File: src/rtl/resize_sequencer_pkg.sv
// Shared definitions for the resize sequencer: fixed-point widths,
// FSM state encoding and the dimension/accumulator types.
package pkg_resize;

  localparam int FIXED      = 11;
  localparam int DIM_W      = 12;
  localparam int SF_W       = DIM_W + FIXED;
  localparam int HALF_PIXEL = 1 << (FIXED - 1);

  typedef enum logic [2:0] {
    S_Reset,
    S_Ready,
    S_StartCalcSF,
    S_StartPixelGen,
    S_Index,
    S_Done
  } STATES_t;

  typedef logic [DIM_W-1:0] dim_t;
  typedef logic [SF_W-1:0]  sf_t;

  // One extra bit so the center-aligned start offset can go negative;
  // in corner-aligned builds the top bit simply stays zero.
  typedef logic signed [SF_W:0] acc_t;

endpackage

File: src/rtl/resize_sequencer_sf_divider.sv
// Serial restoring divider, one quotient bit per cycle.
// A load takes one cycle, then SF_W iterations follow; o_done pulses for
// one cycle when the quotient is final and a new load is accepted then.
module resize_sf_divider #(
  parameter int SF_W = 23
) (
  input  logic            i_clk,
  input  logic            i_rst_n,
  input  logic            i_load,
  input  logic [SF_W-1:0] i_dividend,
  input  logic [SF_W-1:0] i_divisor,
  output logic            o_busy,
  output logic            o_done,
  output logic [SF_W-1:0] o_quotient
);

  localparam int CNT_W = $clog2(SF_W + 1);

  logic [SF_W-1:0]  r_quo;
  logic [SF_W:0]    r_rem;
  logic [SF_W-1:0]  r_div;
  logic [CNT_W-1:0] r_count;
  logic             r_busy;
  logic             r_done;

  logic [SF_W+1:0]  w_remShift;
  logic [SF_W+1:0]  w_diff;
  logic             w_fits;

  assign w_remShift = {r_rem, r_quo[SF_W-1]};
  assign w_diff     = w_remShift - {2'b00, r_div};
  assign w_fits     = ~w_diff[SF_W+1];

  // Shift the next dividend bit into the remainder and subtract when it fits
  always_ff @(posedge i_clk or negedge i_rst_n) begin
    if (!i_rst_n) begin
      r_quo   <= '0;
      r_rem   <= '0;
      r_div   <= '0;
      r_count <= '0;
      r_busy  <= 1'b0;
      r_done  <= 1'b0;
    end else if (i_load) begin
      r_quo   <= i_dividend;
      r_rem   <= '0;
      r_div   <= i_divisor;
      r_count <= CNT_W'(SF_W);
      r_busy  <= 1'b1;
      r_done  <= 1'b0;
    end else if (r_busy) begin
      r_rem   <= w_fits ? w_diff[SF_W:0] : w_remShift[SF_W:0];
      r_quo   <= {r_quo[SF_W-2:0], w_fits};
      r_count <= r_count - CNT_W'(1);
      if (r_count == CNT_W'(1)) begin
        r_busy <= 1'b0;
        r_done <= 1'b1;
      end else begin
        r_done <= 1'b0;
      end
    end else begin
      r_done <= 1'b0;
    end
  end

  assign o_busy     = r_busy;
  assign o_done     = r_done;
  assign o_quotient = r_quo;

endmodule

File: src/rtl/resize_sequencer.sv
// Resize engine control: computes fixed-point scale factors on a shared
// serial divider, then walks the destination raster and streams one
// source coordinate (integer + fraction) per destination pixel.
// Optional build macro RESIZE_CENTER_ALIGN_EN selects half-pixel-center
// mapping; without it the mapping is corner aligned.
module resize_sequencer
  import pkg_resize::*;
(
  input  logic             clk,
  input  logic             rst_n,
  input  logic             start,
  input  logic [DIM_W-1:0] src_w,
  input  logic [DIM_W-1:0] src_h,
  input  logic [DIM_W-1:0] dst_w,
  input  logic [DIM_W-1:0] dst_h,
  output logic             busy,
  output logic             done,
  output logic             err,
  output logic             out_valid,
  input  logic             out_ready,
  output logic [DIM_W-1:0] out_src_x,
  output logic [DIM_W-1:0] out_src_y,
  output logic [FIXED-1:0] out_frac_x,
  output logic [FIXED-1:0] out_frac_y,
  output logic             out_last
);

  STATES_t r_state;
  STATES_t w_nextState;

  dim_t r_srcW, r_srcH, r_dstW, r_dstH;
  logic r_busy, r_done, r_err;

  logic r_divPending;
  logic r_sfPhase;
  sf_t  r_sfX, r_sfY;

  dim_t r_x, r_y;
  acc_t r_accX, r_accY;

  logic r_outValid, r_outLast;
  dim_t r_outSrcX, r_outSrcY;
  logic [FIXED-1:0] r_outFracX, r_outFracY;

  logic w_zeroDim;
  logic w_handshake;
  logic w_loadCoord;
  logic w_divLoad, w_divBusy, w_divDone, w_selY;
  sf_t  w_divDividend, w_divDivisor, w_divQuot;
  acc_t w_initX, w_initY;
  dim_t w_xNext, w_yNext;
  acc_t w_accXNext, w_accYNext;

  // Integer part of an accumulator, clamped to the last source pixel
  function automatic dim_t accToInt(input acc_t acc, input dim_t srcDim);
    dim_t intPart;
    if (acc[SF_W]) begin
      intPart = '0;
    end else begin
      intPart = acc[SF_W-1:FIXED];
      if (intPart > srcDim - dim_t'(1)) intPart = srcDim - dim_t'(1);
    end
    return intPart;
  endfunction

  // Fractional weight of an accumulator; a negative position reads as zero
  function automatic logic [FIXED-1:0] accToFrac(input acc_t acc);
    return acc[SF_W] ? '0 : acc[FIXED-1:0];
  endfunction

  assign w_zeroDim   = (dst_w == '0) || (dst_h == '0);
  assign w_handshake = r_outValid && out_ready;
  assign w_loadCoord = (r_state == S_StartPixelGen) || (w_handshake && !r_outLast);

  // X is divided first; the Y load is issued in the same cycle X finishes
  assign w_selY        = w_divDone && !r_sfPhase;
  assign w_divLoad     = (r_state == S_StartCalcSF) && !w_divBusy && (r_divPending || w_selY);
  assign w_divDividend = w_selY ? {r_srcH, {FIXED{1'b0}}} : {r_srcW, {FIXED{1'b0}}};
  assign w_divDivisor  = w_selY ? {{(SF_W-DIM_W){1'b0}}, r_dstH}
                                : {{(SF_W-DIM_W){1'b0}}, r_dstW};

`ifdef RESIZE_CENTER_ALIGN_EN
  assign w_initX = acc_t'({2'b00, r_sfX[SF_W-1:1]}) - acc_t'(HALF_PIXEL);
  assign w_initY = acc_t'({2'b00, r_sfY[SF_W-1:1]}) - acc_t'(HALF_PIXEL);
`else
  assign w_initX = '0;
  assign w_initY = '0;
`endif

  resize_sf_divider #(
    .SF_W (SF_W)
  ) u_divider (
    .i_clk      (clk),
    .i_rst_n    (rst_n),
    .i_load     (w_divLoad),
    .i_dividend (w_divDividend),
    .i_divisor  (w_divDivisor),
    .o_busy     (w_divBusy),
    .o_done     (w_divDone),
    .o_quotient (w_divQuot)
  );

  // State register
  always_ff @(posedge clk or negedge rst_n) begin
    if (!rst_n) r_state <= S_Reset;
    else        r_state <= w_nextState;
  end

  // Next-state decode
  always_comb begin
    w_nextState = r_state;
    case (r_state)
      S_Reset:         w_nextState = S_Ready;
      S_Ready:         if (start) w_nextState = w_zeroDim ? S_Done : S_StartCalcSF;
      S_StartCalcSF:   if (w_divDone && r_sfPhase) w_nextState = S_StartPixelGen;
      S_StartPixelGen: w_nextState = S_Index;
      S_Index:         if (w_handshake && r_outLast) w_nextState = S_Done;
      S_Done:          w_nextState = S_Ready;
      default:         w_nextState = S_Reset;
    endcase
  end

  // Raster walk: next counter and accumulator values for the coming pixel
  always_comb begin
    w_xNext    = r_x;
    w_yNext    = r_y;
    w_accXNext = r_accX;
    w_accYNext = r_accY;
    if (r_state == S_StartPixelGen) begin
      w_xNext    = '0;
      w_yNext    = '0;
      w_accXNext = w_initX;
      w_accYNext = w_initY;
    end else if (w_handshake) begin
      if (r_x < r_dstW - dim_t'(1)) begin
        w_xNext    = r_x + dim_t'(1);
        w_accXNext = r_accX + acc_t'({1'b0, r_sfX});
      end else begin
        w_xNext    = '0;
        w_accXNext = w_initX;
        w_yNext    = r_y + dim_t'(1);
        w_accYNext = r_accY + acc_t'({1'b0, r_sfY});
      end
    end
  end

  // Job capture and status flags, all registered from the next state
  always_ff @(posedge clk or negedge rst_n) begin
    if (!rst_n) begin
      r_srcW <= '0;
      r_srcH <= '0;
      r_dstW <= '0;
      r_dstH <= '0;
      r_busy <= 1'b0;
      r_done <= 1'b0;
      r_err  <= 1'b0;
    end else begin
      if (r_state == S_Ready && start) begin
        r_srcW <= src_w;
        r_srcH <= src_h;
        r_dstW <= dst_w;
        r_dstH <= dst_h;
        r_err  <= w_zeroDim;
      end
      r_busy <= (w_nextState != S_Reset) && (w_nextState != S_Ready);
      r_done <= (w_nextState == S_Done);
    end
  end

  // Scale-factor sequencing around the shared divider
  always_ff @(posedge clk or negedge rst_n) begin
    if (!rst_n) begin
      r_divPending <= 1'b0;
      r_sfPhase    <= 1'b0;
      r_sfX        <= '0;
      r_sfY        <= '0;
    end else begin
      if (r_state == S_Ready && start) begin
        r_divPending <= !w_zeroDim;
        r_sfPhase    <= 1'b0;
      end else if (w_divLoad) begin
        r_divPending <= 1'b0;
      end
      if (r_state == S_StartCalcSF && w_divDone) begin
        if (r_sfPhase) begin
          r_sfY <= w_divQuot;
        end else begin
          r_sfX     <= w_divQuot;
          r_sfPhase <= 1'b1;
        end
      end
    end
  end

  // Registered coordinate stream; held steady while the consumer stalls
  always_ff @(posedge clk or negedge rst_n) begin
    if (!rst_n) begin
      r_x        <= '0;
      r_y        <= '0;
      r_accX     <= '0;
      r_accY     <= '0;
      r_outValid <= 1'b0;
      r_outLast  <= 1'b0;
      r_outSrcX  <= '0;
      r_outSrcY  <= '0;
      r_outFracX <= '0;
      r_outFracY <= '0;
    end else begin
      r_outValid <= (w_nextState == S_Index);
      if (w_loadCoord) begin
        r_x        <= w_xNext;
        r_y        <= w_yNext;
        r_accX     <= w_accXNext;
        r_accY     <= w_accYNext;
        r_outSrcX  <= accToInt(w_accXNext, r_srcW);
        r_outSrcY  <= accToInt(w_accYNext, r_srcH);
        r_outFracX <= accToFrac(w_accXNext);
        r_outFracY <= accToFrac(w_accYNext);
        r_outLast  <= (w_xNext == r_dstW - dim_t'(1)) && (w_yNext == r_dstH - dim_t'(1));
      end else if (w_handshake) begin
        r_outLast  <= 1'b0;
      end
    end
  end

  assign busy       = r_busy;
  assign done       = r_done;
  assign err        = r_err;
  assign out_valid  = r_outValid;
  assign out_last   = r_outLast;
  assign out_src_x  = r_outSrcX;
  assign out_src_y  = r_outSrcY;
  assign out_frac_x = r_outFracX;
  assign out_frac_y = r_outFracY;

endmodule

File: config.mk
export PLATFORM = sky130hd
export DESIGN_NAME = resize_sequencer
export DESIGN_NICKNAME = d
export VERILOG_FILES = /design/src/rtl/resize_sequencer_pkg.sv /design/src/rtl/resize_sequencer_sf_divider.sv /design/src/rtl/resize_sequencer.sv
export SDC_FILE = /design/constraint.sdc
export NUM_CORES = 1
export LEC_CHECK = 0
export ABC_AREA = 1
export CORE_MARGIN = 2
export CORE_UTILIZATION = 30
export DETAILED_ROUTE_END_ITERATION = 16
export HOLD_SLACK_MARGIN = 0.12
export PLACE_DENSITY = 0.48
export SETUP_SLACK_MARGIN = 0.1
export SYNTH_ARGS = -nofsm -noshare
export SYNTH_HDL_FRONTEND = slang
export SYNTH_SLANG_ARGS = --single-unit
export TNS_END_PERCENT = 20
File: constraint.sdc
create_clock -name clk -period 6.41 [get_ports clk]
set_input_delay 1.282 -clock clk [delete_from_list [all_inputs] [get_ports clk]]
set_output_delay 1.282 -clock clk [all_outputs]
set_load 0.03 [all_outputs]
==> impl_metrics.ini <==
[cts]
numCtsBuffers = 37
cts_resized = 0
cts_tree = yes
clk_latency_ns = 0.56
clk_pin_slew_ns = 0.06
clock_sinks = 288
max-clock-path-buffers = 3
cts_hold_buf = 0
cts_setup_buffers = 0
cts_root_buf = clkbuf_16
cts.htree.levels = 2

[sta]
final_hold_viol_count = 0
finalClockSkew_ns = 0.0141
slew_headroom_pct = 17.5
fin_crit_sh_pct = 81.4
rsz0062_at_grt = no
worst_slew_pin_slew_ns = 1.24
setup_viol = 0
slew_violations = 0
totalNegativeSetupSlack_ns = 0
max_freq_mhz = 192
fin_ws_ns = 1.19
layout_min_cycle_time_ns = 5.22

[placement]
dp_slack_ns = 1.15
gp_congestion = 0.909
hpwl_mm = 42.7
port_buffers = 102
placed_cells = 3281

[yosys]
ys_types = 55
synth-compound-area-share_pct = 15.7
synth_edf_count = 0
syn_area_sq_um = 18300
netlist_instances = 2469
syn_area_per_cell_sq_um = 7.43
synth_fa_ha_area_share_pct = 7.22
synth-xor-area-share_pct = 3.92
synth.area.top_cells = dfrtp_1, nand2_1, ha_1
synth_top_area_share_pct = 39.3
synth-seq-cells = 288
synth_top_family_by_area = simple AND/OR/NAND/NOR gates
synth.yosys.warnings = 0
synth_flop_cell = dfrtp_1
yosysTopAreaCell = dfrtp_1
syn_nets = 2625
yosys.area_share.simple_pct = 25.7
ys_seq_area_share_pct = 39.3
synth-async-reset-ratio_pct = 100
synthMuxAreaShare_pct = 0.0546

[setup_path]
end_kind = flop
critPathMaxFanout = 15
startpoint_type = flop
slowest_delay_ns = 0.41
critPathArrivalTime_ns = 5.66
slowest_stage = dfrtp_1
crit_required_ns = 6.85
path_class = flop to flop
path_common_cell = nand2_1

[detailed_routing]
num_vias = 16400
avgRoutedWirePerCell_microns = 17.2
vias_per_cell = 4.89
routed_wl_mm = 57.4
dr.pass1.iters = 5
drt_iter0_markers = 947
antenna_left = 0
remaining_drc_errors = 0

[finish]
nets = 2694
layout.cells.non_filler = 3346
regArea_sq_um = 7210
multi_input_area_sq_um = 9660
nFillCells = 6389
antenna_cells = 0
syn2layout_area_growth_pct = 16.3
drive_above_1_share_pct = 4.76
final_util_pct = 35.3

[floorplanning]
start_util_pct = 30.4
die_area_sq_um = 63100
core_area_sq_um = 60400
top_level_ports = 103
chipWidth_microns = 251
rows = 90
dieHeight_microns = 251

[run]
maxCapViolCount = 0

[pwr]
ir_drop_uv = 248
powerDensity_nw_per_um2 = 425
total_power_mw = 9.06
power.leakage_nw = 10.2

[global_routing]
grt_max_degree = 143
grt_usage_pct = 18.4
antenna_found_initial = 0
first_global_vias = 16400
grt_first_pass_wirelength_mm = 92.0
grt_overflow = 0

[hold_path]
hp-class = flop to flop

[run_status]
outcome = completed
==> flip-flops by register name, summed over array words and instances, names as in the netlist, 12 cells and up <==
signal,count
r_accX,24
r_accY,24
u_divider.r_rem,24
r_sfX,23
r_sfY,23
u_divider.o_quotient,23
out_src_x,12
out_src_y,12
r_dstH,12
r_dstW,12
r_srcH,12
r_srcW,12
r_x,12
r_y,12
u_divider.r_div,12
==> routing by layer <==
layer	global-route usage [%]	part of all wire, %
met4	5.09	2.2
met5	0	0
met2	30.9	46
met3	2.15	3.4
met1	24.9	48
==> cell usage after synthesis (3+ instances only) <==
master       n
o2111ai_1    3
inv_2        5
dfrtp_1    288
nand3b_1    11
nor2_1     178
o21ai_2      4
a22o_1      11
fa_1         3
o22ai_1     22
o21ai_0    240
nor4_1      11
nand4_1     38
buf_1        8
clkbuf_1    53
nand2_1    699
o21bai_1     8
o211ai_2     4
nor3_1      26
buf_2       20
nand3_2      4
nand3_1    135
a21boi_0     3
xnor2_1     30
inv_1      280
o211ai_1    40
o21a_1       3
a21o_1      11
a31oi_1      5
buf_6        6
or2_2        6
o21ai_1     21
nand2_2      6
a211oi_1     4
o221ai_1    12
xor2_1      52
ha_1       101
a21oi_1     95
==> stage by stage <==
stage               area, sq um  hold WS [ns]
global route              21300         0.510
detailed placement        20100         0.475
global placement          20100         0.466
finish                    21300         0.486
floorplan                 18300         0.449
CTS                       21300         0.493
==> layout by cell type (no fill, tap or decap), types with 4 or more instances in the layout <==
master,instances
inv_2,5
nand2_1,699
nand3b_1,11
o21ai_2,4
clkbuf_16,39
or2_2,6
nand4_1,38
clkbuf_8,10
a21o_1,11
a31oi_1,5
o22ai_1,22
xnor2_1,30
o21ai_1,21
nand2_2,6
o21ai_0,240
nand3_1,135
dfrtp_1,288
a21oi_1,95
o211ai_1,40
nor2_1,175
clkinv_2,7
a211oi_1,4
nor4_1,11
nand3_2,4
xor2_1,52
ha_1,101
buf_4,16
o211ai_2,4
o221ai_1,12
nor3_1,26
inv_1,280
clkdlybuf4s50_1,101
clkbuf_1,6
o21bai_1,8
a22o_1,11
==> cell type report <==
| type | instances | area share, % |
|---|---|---|
| Clock inverter | 10 | 0.499 |
| Sequential cell | 288 | 33.8 |
| Timing Repair Buffer | 119 | 5.47 |
| Tap cell | 782 | 4.59 |
| Inverter | 287 | 5.06 |
| Multi-Input combinational cell | 1805 | 45.3 |
| Clock buffer | 55 | 5.33 |
==> power breakdown <==
| part | switching (mW) | internal [mW] | total [mW] |
|---|---|---|---|
| combinational | 2.78 | 1.40 | 4.17 |
| sequential | 0.434 | 2.31 | 2.74 |
| clock | 0.846 | 1.30 | 2.15 |
==> worst max-delay path, delay by kind of cell (launching register included) <==
family,cells,cell delay [ns]
buffers and inverters,6,1.31
AND/OR/NAND/NOR,17,1.95
adder cells (fa/ha/maj),3,0.82
XOR/XNOR,1,0.20
AO/OA/AOI/OAI,3,0.41
flip-flops,1,0.41
==> logic make-up after synthesis <==
| kind of cell | count (synthesis) |
|---|---|
| adder cells (fa/ha/maj) | 104 |
| AND/OR/NAND/NOR | 1123 |
| flip-flops | 288 |
| XOR/XNOR | 82 |
| multiplexers | 1 |
| buffers and inverters | 376 |
| AO/OA/AOI/OAI | 495 |
==> path summary, 6_finish.rpt <==
| check | from | endpoint | slack, ns | cells past startpoint |
|---|---|---|---|---|
| min | out_src_x[7] | out_src_x[7] | 0.49 | 2 |
| min in group asynchronous | rst_n | out_frac_x[5] | 0.70 | 1 |
| max in group asynchronous | rst_n | out_src_y[11] | 4.37 | 2 |
| min reg2reg | out_src_x[7] | out_src_x[7] | 0.49 | 2 |
| max | r_dstW[0] | out_src_x[4] | 1.19 | 30 |
| max reg2reg | r_dstW[0] | out_src_x[4] | 1.19 | 30 |
Note: power is estimated with default switching activity, not from simulation.
